File: config.mk
export PLATFORM = sky130hd
export DESIGN_NAME = mpu_rsp_fifo
export DESIGN_NICKNAME = d
export VERILOG_FILES = /design/src/rtl/mpu_pkg.sv /design/src/rtl/mpu_rsp_fifo_mem.sv /design/src/rtl/mpu_rsp_fifo.sv
export SDC_FILE = /design/constraint.sdc
export NUM_CORES = 1
export LEC_CHECK = 0
export ABC_AREA = 1
export CAP_MARGIN = 10
export CORE_MARGIN = 4
export CORE_UTILIZATION = 40
export CTS_CLUSTER_DIAMETER = 150
export DETAILED_ROUTE_END_ITERATION = 7
export SYNTH_ARGS = -nofsm -noshare
export SYNTH_HDL_FRONTEND = slang
export SYNTH_HIERARCHICAL = 1
export SYNTH_SLANG_ARGS = --single-unit
File: constraint.sdc
create_clock -name clk -period 4.5 [get_ports clk]
set_input_delay 0.45 -clock clk [delete_from_list [all_inputs] [get_ports clk]]
set_output_delay 0.45 -clock clk [all_outputs]
set_load 0.01 [all_outputs]
File: src/rtl/mpu_pkg.sv
`default_nettype none
// ============================================================================
//  Module   : mpu_pkg
//  Purpose  : Shared MPU types. Holds the TileLink D-channel beat structure
//             and the TL-D opcode constants used by response-path blocks.
//  Ports    : none (package)
//  Revision : 1.0  initial release
// ============================================================================
package mpu_pkg;

  localparam int unsigned TL_DW   = 32;  // data bus width
  localparam int unsigned TL_SRCW = 8;   // source id width

  // TL-D opcodes
  localparam logic [2:0] TL_D_ACCESS_ACK      = 3'h0;
  localparam logic [2:0] TL_D_ACCESS_ACK_DATA = 3'h1;
  localparam logic [2:0] TL_D_HINT_ACK        = 3'h2;
  localparam logic [2:0] TL_D_GRANT           = 3'h4;
  localparam logic [2:0] TL_D_GRANT_DATA      = 3'h5;
  localparam logic [2:0] TL_D_RELEASE_ACK     = 3'h6;

  typedef struct packed {
    logic [2:0]         opcode;
    logic [1:0]         param;
    logic [1:0]         size;
    logic [TL_SRCW-1:0] source;
    logic               sink;
    logic               denied;
    logic [TL_DW-1:0]   data;
    logic               corrupt;
  } tl_d_channel;

  // True for the opcodes whose beat carries a data payload.
  function automatic logic tl_d_has_data(input logic [2:0] op);
    return (op == TL_D_ACCESS_ACK_DATA) || (op == TL_D_GRANT_DATA);
  endfunction

endpackage
`default_nettype wire

File: src/rtl/mpu_rsp_fifo_mem.sv
`default_nettype none
// ============================================================================
//  Module   : mpu_rsp_fifo_mem
//  Purpose  : Storage array for mpu_rsp_fifo. One synchronous write port,
//             one combinational read port. Contents are never reset.
//  Params   : DEPTH - number of entries (power of two)
//             T     - entry type
//  Ports    : clk   - clock
//             we    - write enable
//             waddr - write index
//             wdata - write data
//             raddr - read index
//             rdata - read data (combinational)
//  Revision : 1.0  initial release
// ============================================================================
module mpu_rsp_fifo_mem #(
  parameter int  DEPTH = 4,
  parameter type T     = logic
) (
  input  logic                     clk,
  input  logic                     we,
  input  logic [$clog2(DEPTH)-1:0] waddr,
  input  T                         wdata,
  input  logic [$clog2(DEPTH)-1:0] raddr,
  output T                         rdata
);

  T r_mem [DEPTH];

  always_ff @(posedge clk) begin
    if (we) begin
      r_mem[waddr] <= wdata;
    end
  end

  assign rdata = r_mem[raddr];

endmodule
`default_nettype wire

File: src/rtl/mpu_rsp_fifo.sv
`default_nettype none
// ============================================================================
//  Module   : mpu_rsp_fifo
//  Purpose  : Response FIFO for TL-D beats with occupancy count,
//             almost_full flag, high-water mark and synchronous flush.
//  Macro    : MPU_RSPFIFO_BYPASS_EN - when defined, an empty FIFO forwards
//             in_req straight to out_req if the consumer is ready.
//  Params   : DEPTH     - entry count (power of two, >= 2)
//             AF_THRESH - almost_full threshold (1..DEPTH)
//  Ports    : clk, rst (async, active high), flush (sync discard)
//             in_valid/in_ready/in_req    - producer side
//             out_valid/out_ready/out_req - consumer side
//             count       - current occupancy
//             almost_full - count >= AF_THRESH
//             hwm         - peak count since reset or flush
//  Revision : 1.0  initial release
// ============================================================================
module mpu_rsp_fifo
  import mpu_pkg::*;
#(
  parameter int DEPTH     = 4,
  parameter int AF_THRESH = 3
) (
  input  logic                       clk,
  input  logic                       rst,
  input  logic                       flush,
  input  logic                       in_valid,
  output logic                       in_ready,
  input  tl_d_channel                in_req,
  output logic                       out_valid,
  input  logic                       out_ready,
  output tl_d_channel                out_req,
  output logic [$clog2(DEPTH+1)-1:0] count,
  output logic                       almost_full,
  output logic [$clog2(DEPTH+1)-1:0] hwm
);

  localparam int c_AW = $clog2(DEPTH);
  localparam int c_CW = $clog2(DEPTH+1);
  localparam logic [c_CW-1:0] c_FULL = c_CW'(DEPTH);
  localparam logic [c_CW-1:0] c_AF   = c_CW'(AF_THRESH);
  localparam logic [c_CW-1:0] c_ONE  = c_CW'(1);

  // Parameter legality, caught at elaboration.
  if ((DEPTH < 2) || ((DEPTH & (DEPTH - 1)) != 0)) begin : g_chk_depth
    $error("mpu_rsp_fifo: DEPTH must be a power of two and at least 2");
  end
  if ((AF_THRESH < 1) || (AF_THRESH > DEPTH)) begin : g_chk_af
    $error("mpu_rsp_fifo: AF_THRESH must be within 1..DEPTH");
  end

  logic [c_CW-1:0] r_count;
  logic [c_CW-1:0] r_hwm;
  logic [c_AW-1:0] r_wr_ptr;
  logic [c_AW-1:0] r_rd_ptr;

  logic            w_empty;
  logic            w_full;
  logic            w_push;
  logic            w_pop;
  logic            w_wr_en;   // push that lands in storage
  logic            w_rd_en;   // pop that consumes a stored entry
  logic [c_CW-1:0] w_count_nxt;
  logic [c_CW-1:0] w_hwm_nxt;
  tl_d_channel     w_rdata;

  assign w_empty = (r_count == '0);
  assign w_full  = (r_count == c_FULL);

  // Ready depends only on state and flush, never on out_ready, so a full
  // FIFO stalls one cycle before a simultaneous push/pop can occur.
  assign in_ready = !w_full && !flush;

  assign w_push = in_valid && in_ready;
  assign w_pop  = out_valid && out_ready;

`ifdef MPU_RSPFIFO_BYPASS_EN
  logic w_bypass;

  // Beat goes straight through; it never touches storage or the counters.
  assign w_bypass  = w_empty && in_valid && out_ready && !flush;
  assign out_valid = !w_empty || w_bypass;

  always_comb begin
    out_req = '0;
    if (!w_empty) begin
      out_req = w_rdata;
    end else if (w_bypass) begin
      out_req = in_req;
    end
  end

  assign w_wr_en = w_push && !w_bypass;
  assign w_rd_en = w_pop && !w_bypass && !flush;
`else
  assign out_valid = !w_empty;
  assign out_req   = w_empty ? tl_d_channel'('0) : w_rdata;
  assign w_wr_en   = w_push;
  // Flush wins over a pop in the same cycle.
  assign w_rd_en   = w_pop && !flush;
`endif

  // Next occupancy and high-water mark.
  always_comb begin
    w_count_nxt = r_count;
    if (flush) begin
      w_count_nxt = '0;
    end else begin
      case ({w_wr_en, w_rd_en})
        2'b10:   w_count_nxt = r_count + c_ONE;
        2'b01:   w_count_nxt = r_count - c_ONE;
        default: w_count_nxt = r_count;
      endcase
    end
  end

  always_comb begin
    w_hwm_nxt = r_hwm;
    if (flush) begin
      w_hwm_nxt = '0;
    end else if (w_count_nxt > r_hwm) begin
      w_hwm_nxt = w_count_nxt;
    end
  end

  // Pointers wrap naturally since DEPTH is a power of two.
  always_ff @(posedge clk or posedge rst) begin
    if (rst) begin
      r_count  <= '0;
      r_hwm    <= '0;
      r_wr_ptr <= '0;
      r_rd_ptr <= '0;
    end else begin
      r_count <= w_count_nxt;
      r_hwm   <= w_hwm_nxt;
      if (flush) begin
        r_wr_ptr <= '0;
        r_rd_ptr <= '0;
      end else begin
        if (w_wr_en) begin
          r_wr_ptr <= r_wr_ptr + c_AW'(1);
        end
        if (w_rd_en) begin
          r_rd_ptr <= r_rd_ptr + c_AW'(1);
        end
      end
    end
  end

  mpu_rsp_fifo_mem #(
    .DEPTH (DEPTH),
    .T     (tl_d_channel)
  ) u_mem (
    .clk   (clk),
    .we    (w_wr_en),
    .waddr (r_wr_ptr),
    .wdata (in_req),
    .raddr (r_rd_ptr),
    .rdata (w_rdata)
  );

  assign count       = r_count;
  assign hwm         = r_hwm;
  assign almost_full = (r_count >= c_AF);

endmodule
`default_nettype wire

==> results.txt, run 1 <==
----------------------------------------------------
[Critical path]
  Worst path bufs/invs ... 4
  Delay of the slowest cell on the worst path ... 0.82 ns
  Sequence of cells on the critical path ... clkinv_2 > buf_4 > nand2_1 > nand3_1 > nand2_1 > inv_1 > nor2_1 > clkdlybuf4s50_1
  CP startpoint kind ... register
  Critical Path Most Common Cell ... nand2_1
  Standard cell with the maximum stage delay on the critical path ... dfrtp_4
  Critical path's top delay family ... buffers and inverters
  Highest fanout seen on the critical path ... 66
  Path type of the worst setup path ... reg2out
  Nature of the critical path endpoint ... primary output
  Data required, critical path ... 4.05 ns
  Critical path data arrival time ... 2.98 ns

[Global route]
  Vias in the first global route ... 5998
  All-layer global routing usage ... 0.145
  Pin count of the biggest net entering global routing ... 67
  Wire length of the first global-routing pass ... 30.6 mm
  Remaining Overflow, GRT ... 0
  Number of antenna violations at the first check in global routing ... 0

[Floorplanning]
  Initial Util ... 0.407
  Die Span X ... 163 µm
  Num rows ... 56
  Y dimension of the die ... 163 µm
  I/O pin cnt ... 114
  Core area ... 0.0235 mm²
  Total Die Area ... 0.0264 mm²

[Status]
  Run status ... complete, no violations

[Placement]
  Detailed placement HPWL ... 10.5 mm
  RD Place Congestion ... 0.752
  Placed cells ... 1377
  IO buf count ... 113

[Synth]
  Mux cell area share after synthesis ... 0
  Synth Area in Adders ... 0.00733
  Count of unique library cells instantiated by Yosys ... 30
  Share of the synthesized area in compound gates (AO/OA/AOI/OAI) ... 0.00563
  Post-Synthesis Cell Area ... 0.00956 mm²
  #FFs+latches synth ... 210
  Net count after synthesis ... 1034
  Share of synthesized cell area in and, or, nand and nor gates ... 0.195
  XOR/XNOR share of the synthesized area ... 0.00183
  Top post-synthesis cells by area ... edfxtp_1, nand2_1, inv_1
  Dominant combinational cell family by area after synthesis ... simple AND/OR/NAND/NOR gates
  Avg Cell Area, Syn ... 9.82 µm²
  Cell type with the largest total area after synthesis ... edfxtp_1
  Number of standard cells after synthesis ... 974
  Syn. warnings ... 6
  Area share of the leading cell type in the synthesized netlist ... 0.628
  Post-synthesis sequential area ratio ... 0.654

[Final layout]
  Most frequent cells in the layout ... nand2_1, inv_1, edfxtp_1, clkdlybuf4s50_1, nand3_1
  Most common cell after layout, fill and taps aside ... nand2_1
  Share of post-route cells with drive strength above 1 ... 0.0645
  Layout net count ... 1143
  Filler-free cell count of the finished design ... 1419
  ANT cells ... 0
  Relative area change from synthesis to final layout ... 21.7%

[Timing]
  Number of endpoints with negative hold slack in the final report ... 0
  Worst slew margin relative to its limit ... 0.263
  Final Skew ... 0.0128 ns
  Slew of the pin with the lowest slew margin ... 1.10 ns
  Unrepaired setup endpoints after global routing ... false
  Post-route fraction of the period consumed by the critical path ... 0.763
  Number of max-slew violations in the final report ... 0
  Fmax ... 291 MHz
  Time the final worst path needs with I/O delays and setup ... 3.43 ns
  Setup-failing EPs final ... 0

[Clocking]
  Clock tree from TritonCTS ... built
  Clk Latency, worst-skew pair ... 0.50 ns
  Max clock buf depth ... 3
  Post-CTS Setup Repair Bufs ... 0
  Clock-pin slew reported for the worst setup and hold paths after clock tree synthesis ... 0.06 ns
  Num Clock Sinks ... 210
  CTS Hold Buffers Added ... 0
  Number of buffers created by CTS ... 23
  Number of gates given a new drive strength after cts ... 0
  H-tree level count ... 1
  Root Buffer ... clkbuf_16

[Drt]
  Total wire length after detailed routing ... 19.1 mm
  Routed wirelength normalized by instance count ... 13.5 µm
  Residual DRC ... 0
  Post-route ant nets ... 0
  Violation count after the first detailed-routing iteration ... 347
  DR vias/cell ... 4.37
  DRT Pass-1 Iters ... 5
  Total via count after detailed routing ... 6207

[Power]
  Ratio of total power to cell area ... 435 mW/mm²
  Static Leakage ... 5.29 nW
  Overall power ... 5.06 mW
  VDD IR max ... 0.000450 V

[Flow run]
  Maximum Capacitance Violations ... 0

[Hold path]
  Path type of the worst min-delay path ... in2async

----------------------------------------------------
-- sequential cells by signal, indices dropped and copies added, names as in the netlist --
register     count
u_mem/r_mem    200
r_rd_ptr         2
r_wr_ptr         2
hwm              3
count            3
-- final cells by class --
type	count	area, µm²
fill	2104	11800
sequential	210	6260
multi-input combinational	456	2020
timing repair buffer	121	1190
inverter	271	1020
clock buffer	29	598
tap	319	399
clock inverter	13	139
-- per-stage QoR --
| step | setup slack, ns | setup TNS, ns | hold slack (ns) | utilization | instance area (µm²) |
|---|---|---|---|---|---|
| 2_1_floorplan | -0.412 | -82.41 | 0.290 | - | 9560 |
| 3_3_place_gp | 1.27 | 0 | 0.515 | 0.464 | 10900 |
| 3_5_place_dp | 1.22 | 0 | 0.516 | 0.464 | 10900 |
| 4_1_cts | 1.01 | 0 | 0.235 | 0.496 | 11600 |
| 5_1_grt | 0.840 | 0 | 0.264 | 0.496 | 11600 |
| 6_report | 1.07 | 0 | 0.232 | 0.496 | 11600 |
-- synth_stat cells --
library cell / number
nor3_1: 5
nor2_4: 1
nand2_2: 1
dfrtp_1: 10
inv_4: 1
buf_6: 15
nor2_1: 46
o21ai_0: 1
xnor2_1: 1
nand2_1: 268
buf_2: 21
o21ai_2: 1
inv_2: 4
a21oi_2: 1
nand3_2: 1
xor2_1: 1
a21oi_4: 1
nor2_2: 11
edfxtp_1: 200
nand4_1: 2
fa_1: 1
clkinv_2: 1
nand3_1: 104
o21ai_1: 2
nand2_4: 2
buf_4: 1
ha_1: 4
and3_1: 1
inv_1: 265
a21oi_1: 1
-- path summary, 6_finish.rpt --
| path | endpoint | slack (ns) | cells past startpoint | from |
|---|---|---|---|---|
| min in group clk | hwm[0] | 0.53 | 2 | hwm[0] |
| setup / recovery | out_req[29] | 1.07 | 8 | r_rd_ptr[0] |
| hold / removal | r_wr_ptr[1] | 0.23 | 2 | rst |
| hold reg to reg | hwm[0] | 0.53 | 2 | hwm[0] |
| max in group asynchronous | r_rd_ptr[0] | 3.96 | 2 | rst |
| setup reg to reg | hwm[2] | 1.57 | 17 | count[0] |
-- logic make-up after synthesis --
kind of cell	Yosys count
AO/OA/AOI/OAI	7
flip-flops	210
adder cells (fa/ha/maj)	5
buffers and inverters	308
XOR/XNOR	2
AND/OR/NAND/NOR	442
-- report_power, final --
| group | internal, mW | switching, mW | leakage [nW] |
|---|---|---|---|
| clock network | 1.11 | 0.700 | 0.363 |
| registers | 2.21 | 0.0569 | 1.95 |
| logic | 0.421 | 0.556 | 2.98 |
-- metal layers --
metal,wire (µm),track usage,up-vias
met4,323,0.0297,0
li1,-,-,3194
met2,9040,0.249,126
met5,0,0,-
met1,8770,0.194,2864
met3,1000,0.0268,23
(Power assumes the default switching activity.)
==> run 2, diff against run 1 <==
==> constraint.sdc (replaced) <==
create_clock -name clk -period 3.55 [get_ports clk]
set_input_delay 0.355 -clock clk [delete_from_list [all_inputs] [get_ports clk]]
set_output_delay 0.355 -clock clk [all_outputs]
set_load 0.01 [all_outputs]
==> run 2 against run 1 <==
Power is 25% higher. Clock power is 23% higher. First-iteration DRC count is 6.1% lower. Global-route usage is 0.27 points higher. Utilization is 0.19 points higher. Largest cell class unchanged. Largest power group unchanged.
==> results.txt, run 2 (same netlist as run 1, synthesis figures left out) <==
----------------------------------------------------
[Status]
  Run status ... complete, no violations

[Final layout]
  Filler-free cell count of the finished design ... 1423 (+0.28%)
  Largest reg by FF count ... u_mem/r_mem
  Max FFs per register ... 200 (unchanged)
  Layout net count ... 1148 (+0.44%)
  Utilization of the core after routing ... 0.498 (+0.00192)
  Most common cell after layout, fill and taps aside ... nand2_1
  Share of post-route cells with drive strength above 1 ... 0.0679 (+0.00339)
  ANT cells ... 0 (unchanged)
  Relative area change from synthesis to final layout ... 22.1%
  Most frequent cells in the layout ... nand2_1, inv_1, edfxtp_1, clkdlybuf4s50_1, nand3_1

[Critical path]
  Delay of the slowest cell on the worst path ... 0.66 ns (-0.16 ns)
  Source of the critical timing path ... r_rd_ptr[0]
  Nature of the critical path endpoint ... primary output
  Critical path data arrival time ... 2.62 ns (-0.36 ns)
  Data required, critical path ... 3.19 ns (-0.86 ns)
  Highest fanout seen on the critical path ... 44 (-33%)
  Sequence of cells on the critical path ... clkinv_2 > buf_4 > nand2_1 > nand3_1 > nand2_1 > inv_1 > nor2_1 > clkdlybuf4s50_1
  Critical Path Most Common Cell ... nand2_1
  CP startpoint kind ... register
  Crit path to ... out_req[47]
  Cells on worst reg2reg path ... 19 (+2)
  Standard cell with the maximum stage delay on the critical path ... dfrtp_4
  Path type of the worst setup path ... reg2out
  R2r endpoint ... hwm[2]
  R2R Path Start ... count[0]
  Worst path bufs/invs ... 4 (unchanged)
  Cell depth of the worst setup path ... 8 (unchanged)
  R2R Setup Slk ... 0.63 ns (-0.94 ns)
  Critical path's top delay family ... buffers and inverters

[Timing]
  Setup-failing EPs final ... 0 (unchanged)
  Hold slack ... 0.150 ns (-0.0822 ns)
  Slew of the pin with the lowest slew margin ... 0.687 ns (-0.416 ns)
  Number of endpoints with negative hold slack in the final report ... 0 (unchanged)
  Number of max-slew violations in the final report ... 0 (unchanged)
  Fmax ... 336 MHz
  Unrepaired setup endpoints after global routing ... false
  Time the final worst path needs with I/O delays and setup ... 2.97 ns
  Final Skew ... 0.0143 ns (+0.00152 ns)
  Worst slew margin relative to its limit ... 0.542 (+0.279)
  Post-route fraction of the period consumed by the critical path ... 0.837

[Clocking]
  H-tree level count ... 1 (unchanged)
  Num Clock Sinks ... 210 (unchanged)
  CTS Hold Buffers Added ... 0 (unchanged)
  Number of buffers created by CTS ... 23 (unchanged)
  Clock-pin slew reported for the worst setup and hold paths after clock tree synthesis ... 0.06 ns (about the same)
  Root Buffer ... clkbuf_16
  Number of gates given a new drive strength after cts ... 0 (unchanged)
  Post-CTS Setup Repair Bufs ... 0 (unchanged)
  Clock tree from TritonCTS ... built
  Max clock buf depth ... 3 (unchanged)
  Clk Latency, worst-skew pair ... 0.50 ns (about the same)

[Placement]
  RD Place Congestion ... 0.779 (+3.5%)
  Detailed placement HPWL ... 11.0 mm (+4.7%)
  IO buf count ... 113 (unchanged)
  Placed cells ... 1382 (+0.36%)

[Floorplanning]
  Num rows ... 56 (unchanged)
  Core area ... 0.0235 mm² (unchanged)
  Y dimension of the die ... 163 µm (unchanged)
  Initial Util ... 0.407 (unchanged)
  I/O pin cnt ... 114 (unchanged)
  Total Die Area ... 0.0264 mm² (unchanged)
  Die Span X ... 163 µm (unchanged)

[Global route]
  Vias in the first global route ... 6128 (+2.2%)
  Pin count of the biggest net entering global routing ... 52 (-22%)
  Wire length of the first global-routing pass ... 31.3 mm (+2.4%)
  Number of antenna violations at the first check in global routing ... 0 (unchanged)
  All-layer global routing usage ... 0.147 (+0.00270)
  Remaining Overflow, GRT ... 0 (unchanged)

[Drt]
  Routed wirelength normalized by instance count ... 13.5 µm (-0.24%)
  DRT Pass-1 Iters ... 5 (unchanged)
  Post-route ant nets ... 0 (unchanged)
  Violation count after the first detailed-routing iteration ... 326 (-6.1%)
  Total via count after detailed routing ... 6243 (+0.58%)
  Residual DRC ... 0 (unchanged)
  Total wire length after detailed routing ... 19.1 mm (about the same)
  DR vias/cell ... 4.39 (+0.30%)

[Power]
  Ratio of total power to cell area ... 543 mW/mm² (+25%)
  Static Leakage ... 5.31 nW (+0.47%)
  Sequential share of power ... 0.451 (+0.002)
  Net switching share of the total power ... 0.263 (+0.00386)
  Int Pwr ... 4.67 mW (+25%)
  Share of total power in combinational logic ... 0.199 (+0.006)
  Clock share of power ... 0.350 (-0.008)
  VDD IR max ... 0.000505 V (+12%)
  Power dissipated by switching net loads ... 1.67 mW (+27%)

[Hold path]
  Path type of the worst min-delay path ... in2async

[Flow run]
  Maximum Capacitance Violations ... 0 (unchanged)

----------------------------------------------------
-- run 2: changes by cell type in the layout (fill, tap and decap cells not counted), sizes merged --
cell | before | now
buf | 8 | 13
bufinv | 3 | 2
clkinv | 11 | 15
clkbuf | 29 | 25
-- run 2: per-layer routing --
metal / part of all wire / global-route usage
met4: 0.017 / 0.0370
met3: 0.053 / 0.0281
met2: 0.48 / 0.254
met1: 0.45 / 0.194
met5: 0 / 0
-- run 2: worst min path at each step --
stage | startpoint | end | slack [ns]
after CTS | rst | r_wr_ptr[0] | 0.15
final | rst | r_wr_ptr[0] | 0.15
after global routing | rst | r_wr_ptr[0] | 0.18
after floorplan | rst | count[0] | 0.20
after global placement | hwm[0] | hwm[0] | 0.51
after detailed placement | hwm[2] | hwm[2] | 0.51
-- run 2: layout make-up --
type / count / area, µm²
Timing Repair Buffer: 126 / 1270
Multi-Input combinational cell: 456 / 2020
Tap cell: 319 / 399
Fill cell: 2139 / 11800
Sequential cell: 210 / 6260
Clock buffer: 25 / 583
Inverter: 271 / 1020
Clock inverter: 16 / 124
-- run 2: worst reg2reg max path, cell delays in order (launching register included) --
cell,delay (ns)
dfrtp_1,0.47
nor2_4,0.19
nand2_4,0.09
nand2_4,0.09
nor2_1,0.05
ha_1,0.23
fa_1,0.39
inv_1,0.07
nand2_1,0.07
nand3_1,0.07
nand2_1,0.07
and3_1,0.16
ha_1,0.29
nand2_1,0.07
nand2_1,0.05
nor2_1,0.12
nor2_2,0.07
nor2_1,0.17
nand2_1,0.07
nand2_1,0.06
-- run 2: metrics by stage --
step | total power [mW] | TNS [ns] | setup WS, ns | instance area, µm²
after global routing | 6.69 | 0 | 0.297 | 11700
after CTS | 6.44 | 0 | 0.515 | 11700
after detailed placement | 4.20 | 0 | 0.333 | 11000
after floorplan | 3.67 | -272.41 | -1.36 | 9560
after global placement | 4.19 | 0 | 0.395 | 11000
final | 6.34 | 0 | 0.578 | 11700
-- run 2: power groups by stage --
stage / combinational, mW / sequential, mW / clock [mW]
6_report: 1.26 / 2.86 / 2.22
5_1_grt: 1.42 / 2.87 / 2.40
4_1_cts: 1.29 / 2.86 / 2.28
3_5_place_dp: 1.29 / 2.91 / 0
3_3_place_gp: 1.28 / 2.91 / 0
2_1_floorplan: 0.772 / 2.90 / 0
==> run 3, diff against run 2 <==
==> constraint.sdc (replaced) <==
create_clock -name clk -period 2.75 [get_ports clk]
set_input_delay 0.275 -clock clk [delete_from_list [all_inputs] [get_ports clk]]
set_output_delay 0.275 -clock clk [all_outputs]
set_load 0.01 [all_outputs]
==> run 3 against run 2 <==
Global-route usage is 0.25 points higher. Clock skew is 0.0036 ns lower. Flip-flop and latch count stayed put. Register-to-register slack worse by 0.51 ns. Combinational power is 41% higher. Critical path type is now reg2reg. Largest power group unchanged.
==> results.txt, run 3 (same netlist as run 1, synthesis figures left out) <==
----------------------------------------------------
[Status]
  Run status ... complete, no violations

[Clocking]
  Num Clock Sinks ... 210 (unchanged)
  Clock tree from TritonCTS ... built
  Clk Latency, worst-skew pair ... 0.49 ns (about the same)
  Number of buffers created by CTS ... 22 (-4.3%)
  Root Buffer ... clkbuf_16
  Clock-pin slew reported for the worst setup and hold paths after clock tree synthesis ... 0.06 ns (about the same)
  Max clock buf depth ... 3 (unchanged)
  H-tree level count ... 1 (unchanged)
  CTS Hold Buffers Added ... 0 (unchanged)

[Floorplanning]
  Total Die Area ... 0.0264 mm² (unchanged)
  Core area ... 0.0235 mm² (unchanged)
  Die Span X ... 163 µm (unchanged)
  Initial Util ... 0.407 (unchanged)
  Num rows ... 56 (unchanged)
  I/O pin cnt ... 114 (unchanged)
  Y dimension of the die ... 163 µm (unchanged)

[Timing]
  Number of endpoints with negative hold slack in the final report ... 0 (unchanged)
  Setup slack after layout ... 0.124 ns (-0.454 ns)
  Post-route fraction of the period consumed by the critical path ... 0.955
  Final Skew ... 0.0107 ns (-0.00359 ns)
  Setup-failing EPs final ... 0 (unchanged)
  Fmax ... 381 MHz
  Number of max-slew violations in the final report ... 0 (unchanged)
  Slew of the pin with the lowest slew margin ... 0.513 ns (-0.174 ns)
  Unrepaired setup endpoints after global routing ... true
  Time the final worst path needs with I/O delays and setup ... 2.63 ns
  Sum of negative setup slack ... 0 ns (unchanged)
  Worst slew margin relative to its limit ... 0.658 (+0.116)

[Drt]
  Routed wirelength normalized by instance count ... 13.8 µm (+2.9%)
  Post-route ant nets ... 0 (unchanged)
  Total wire length after detailed routing ... 19.8 mm (+3.6%)
  Total via count after detailed routing ... 6295 (+0.83%)
  Violation count after the first detailed-routing iteration ... 461 (+41%)
  DR vias/cell ... 4.40 (+0.20%)
  DRT Pass-1 Iters ... 4 (-1)
  Residual DRC ... 0 (unchanged)

[Critical path]
  Nature of the critical path endpoint ... register
  Data required, critical path ... 3.12 ns (-0.07 ns)
  R2R Path Start ... count[1]
  Cells on worst reg2reg path ... 17 (-2)
  Highest fanout seen on the critical path ... 4 (-91%)
  Path type of the worst setup path ... reg2reg
  R2R Setup Slk ... 0.12 ns (-0.51 ns)
  Critical path data arrival time ... 3.00 ns (+0.38 ns)
  R2r endpoint ... hwm[0]
  CP startpoint kind ... register

[Final layout]
  Max FFs per register ... 200 (unchanged)
  Share of post-route cells with drive strength above 1 ... 0.0889 (+0.0210)
  FILL cells ... 2119 (-0.94%)
  Utilization of the core after routing ... 0.511 (+0.0134)
  Filler-free cell count of the finished design ... 1432 (+0.63%)
  Most frequent cells in the layout ... nand2_1, inv_1, edfxtp_1, nand3_1, clkdlybuf4s50_1
  Relative area change from synthesis to final layout ... 25.4%
  Layout net count ... 1162 (+1.2%)
  Largest reg by FF count ... u_mem/r_mem
  ANT cells ... 0 (unchanged)

[Placement]
  Worst slack after detailed placement ... -0.238 ns (-0.570 ns)
  Placed cells ... 1391 (+0.65%)
  RD Place Congestion ... 0.776 (-0.30%)
  IO buf count ... 113 (unchanged)
  Detailed placement HPWL ... 11.1 mm (+1.1%)

[Hold path]
  Path type of the worst min-delay path ... in2async

[Flow run]
  Maximum Capacitance Violations ... 0 (unchanged)

[Global route]
  Remaining Overflow, GRT ... 0 (unchanged)
  Wire length of the first global-routing pass ... 31.7 mm (+1.3%)
  All-layer global routing usage ... 0.150 (+0.00248)
  Vias in the first global route ... 6197 (+1.1%)
  Pin count of the biggest net entering global routing ... 88 (+69%)
  Number of antenna violations at the first check in global routing ... 0 (unchanged)

[Power]
  Ratio of total power to cell area ... 673 mW/mm² (+24%)
  VDD IR max ... 0.000535 V (+5.8%)
  Static Leakage ... 5.83 nW (+9.6%)
  Overall power ... 8.07 mW (+27%)

----------------------------------------------------
==> run 3: worst max-delay path by stage <==
stage | start | end | slack [ns] | depth (start not counted)
6_report | count[1] | hwm[0] | 0.12 | 17
5_1_grt | count[1] | hwm[0] | -0.04 | 17
4_1_cts | count[0] | hwm[2] | 0.02 | 17
3_5_place_dp | flush | hwm[2] | -0.24 | 16
3_3_place_gp | flush | hwm[2] | -0.13 | 18
2_1_floorplan | count[0] | u_mem/r_mem[0][0] | -0.65 | 6
==> run 3: per-layer routing <==
metal	GRT usage	part of all wire	vias up
met1	0.207	0.47	2913
met2	0.250	0.47	136
met3	0.0296	0.058	20
li1	-	-	3226
met4	0.0278	0.010	0
met5	0	0	-
==> run 3: critical path, cell delays in order, from the launching register on <==
cell,delay (ns)
dfrtp_1,0.41
nor2_4,0.18
nand2_4,0.09
nand2_4,0.07
nor2_2,0.03
ha_2,0.18
fa_2,0.36
nand2_2,0.08
nand4_1,0.11
and3_4,0.21
ha_4,0.27
nand2_2,0.05
nor2_1,0.09
nor2_1,0.05
nor2_2,0.17
nor2_2,0.07
nand2_1,0.06
nand2_1,0.05
==> run 3: through the flow <==
stage	area, µm²	hold slack (ns)
after global routing	12000	0.116
after CTS	11800	0.0863
after floorplan	9580	0.115
after detailed placement	11200	0.530
after global placement	11200	0.539
final	12000	0.0804
==> run 3: cell type report <==
cell class | count | area (µm²) | area share
Clock inverter | 9 | 41.3 | 0.00344
Multi-Input combinational cell | 456 | 2090 | 0.174
Sequential cell | 210 | 6260 | 0.522
Timing Repair Buffer | 141 | 1580 | 0.132
Clock buffer | 26 | 587 | 0.0489
Inverter | 271 | 1030 | 0.0863
Tap cell | 319 | 399 | 0.0333
==> run 3: timing repair <==
item	in CTS	in global routing
buffers inserted	2	3
pin swaps	0	4
cloned	0	1
resized for setup	3	43
endpoints found under the setup margin	47	21
==> run 3: power by group <==
group / total [mW] / switching (mW) / internal, mW
registers: 3.68 / 0.0578 / 3.62
logic: 1.78 / 1.00 / 0.778
clock network: 2.61 / 1.11 / 1.50
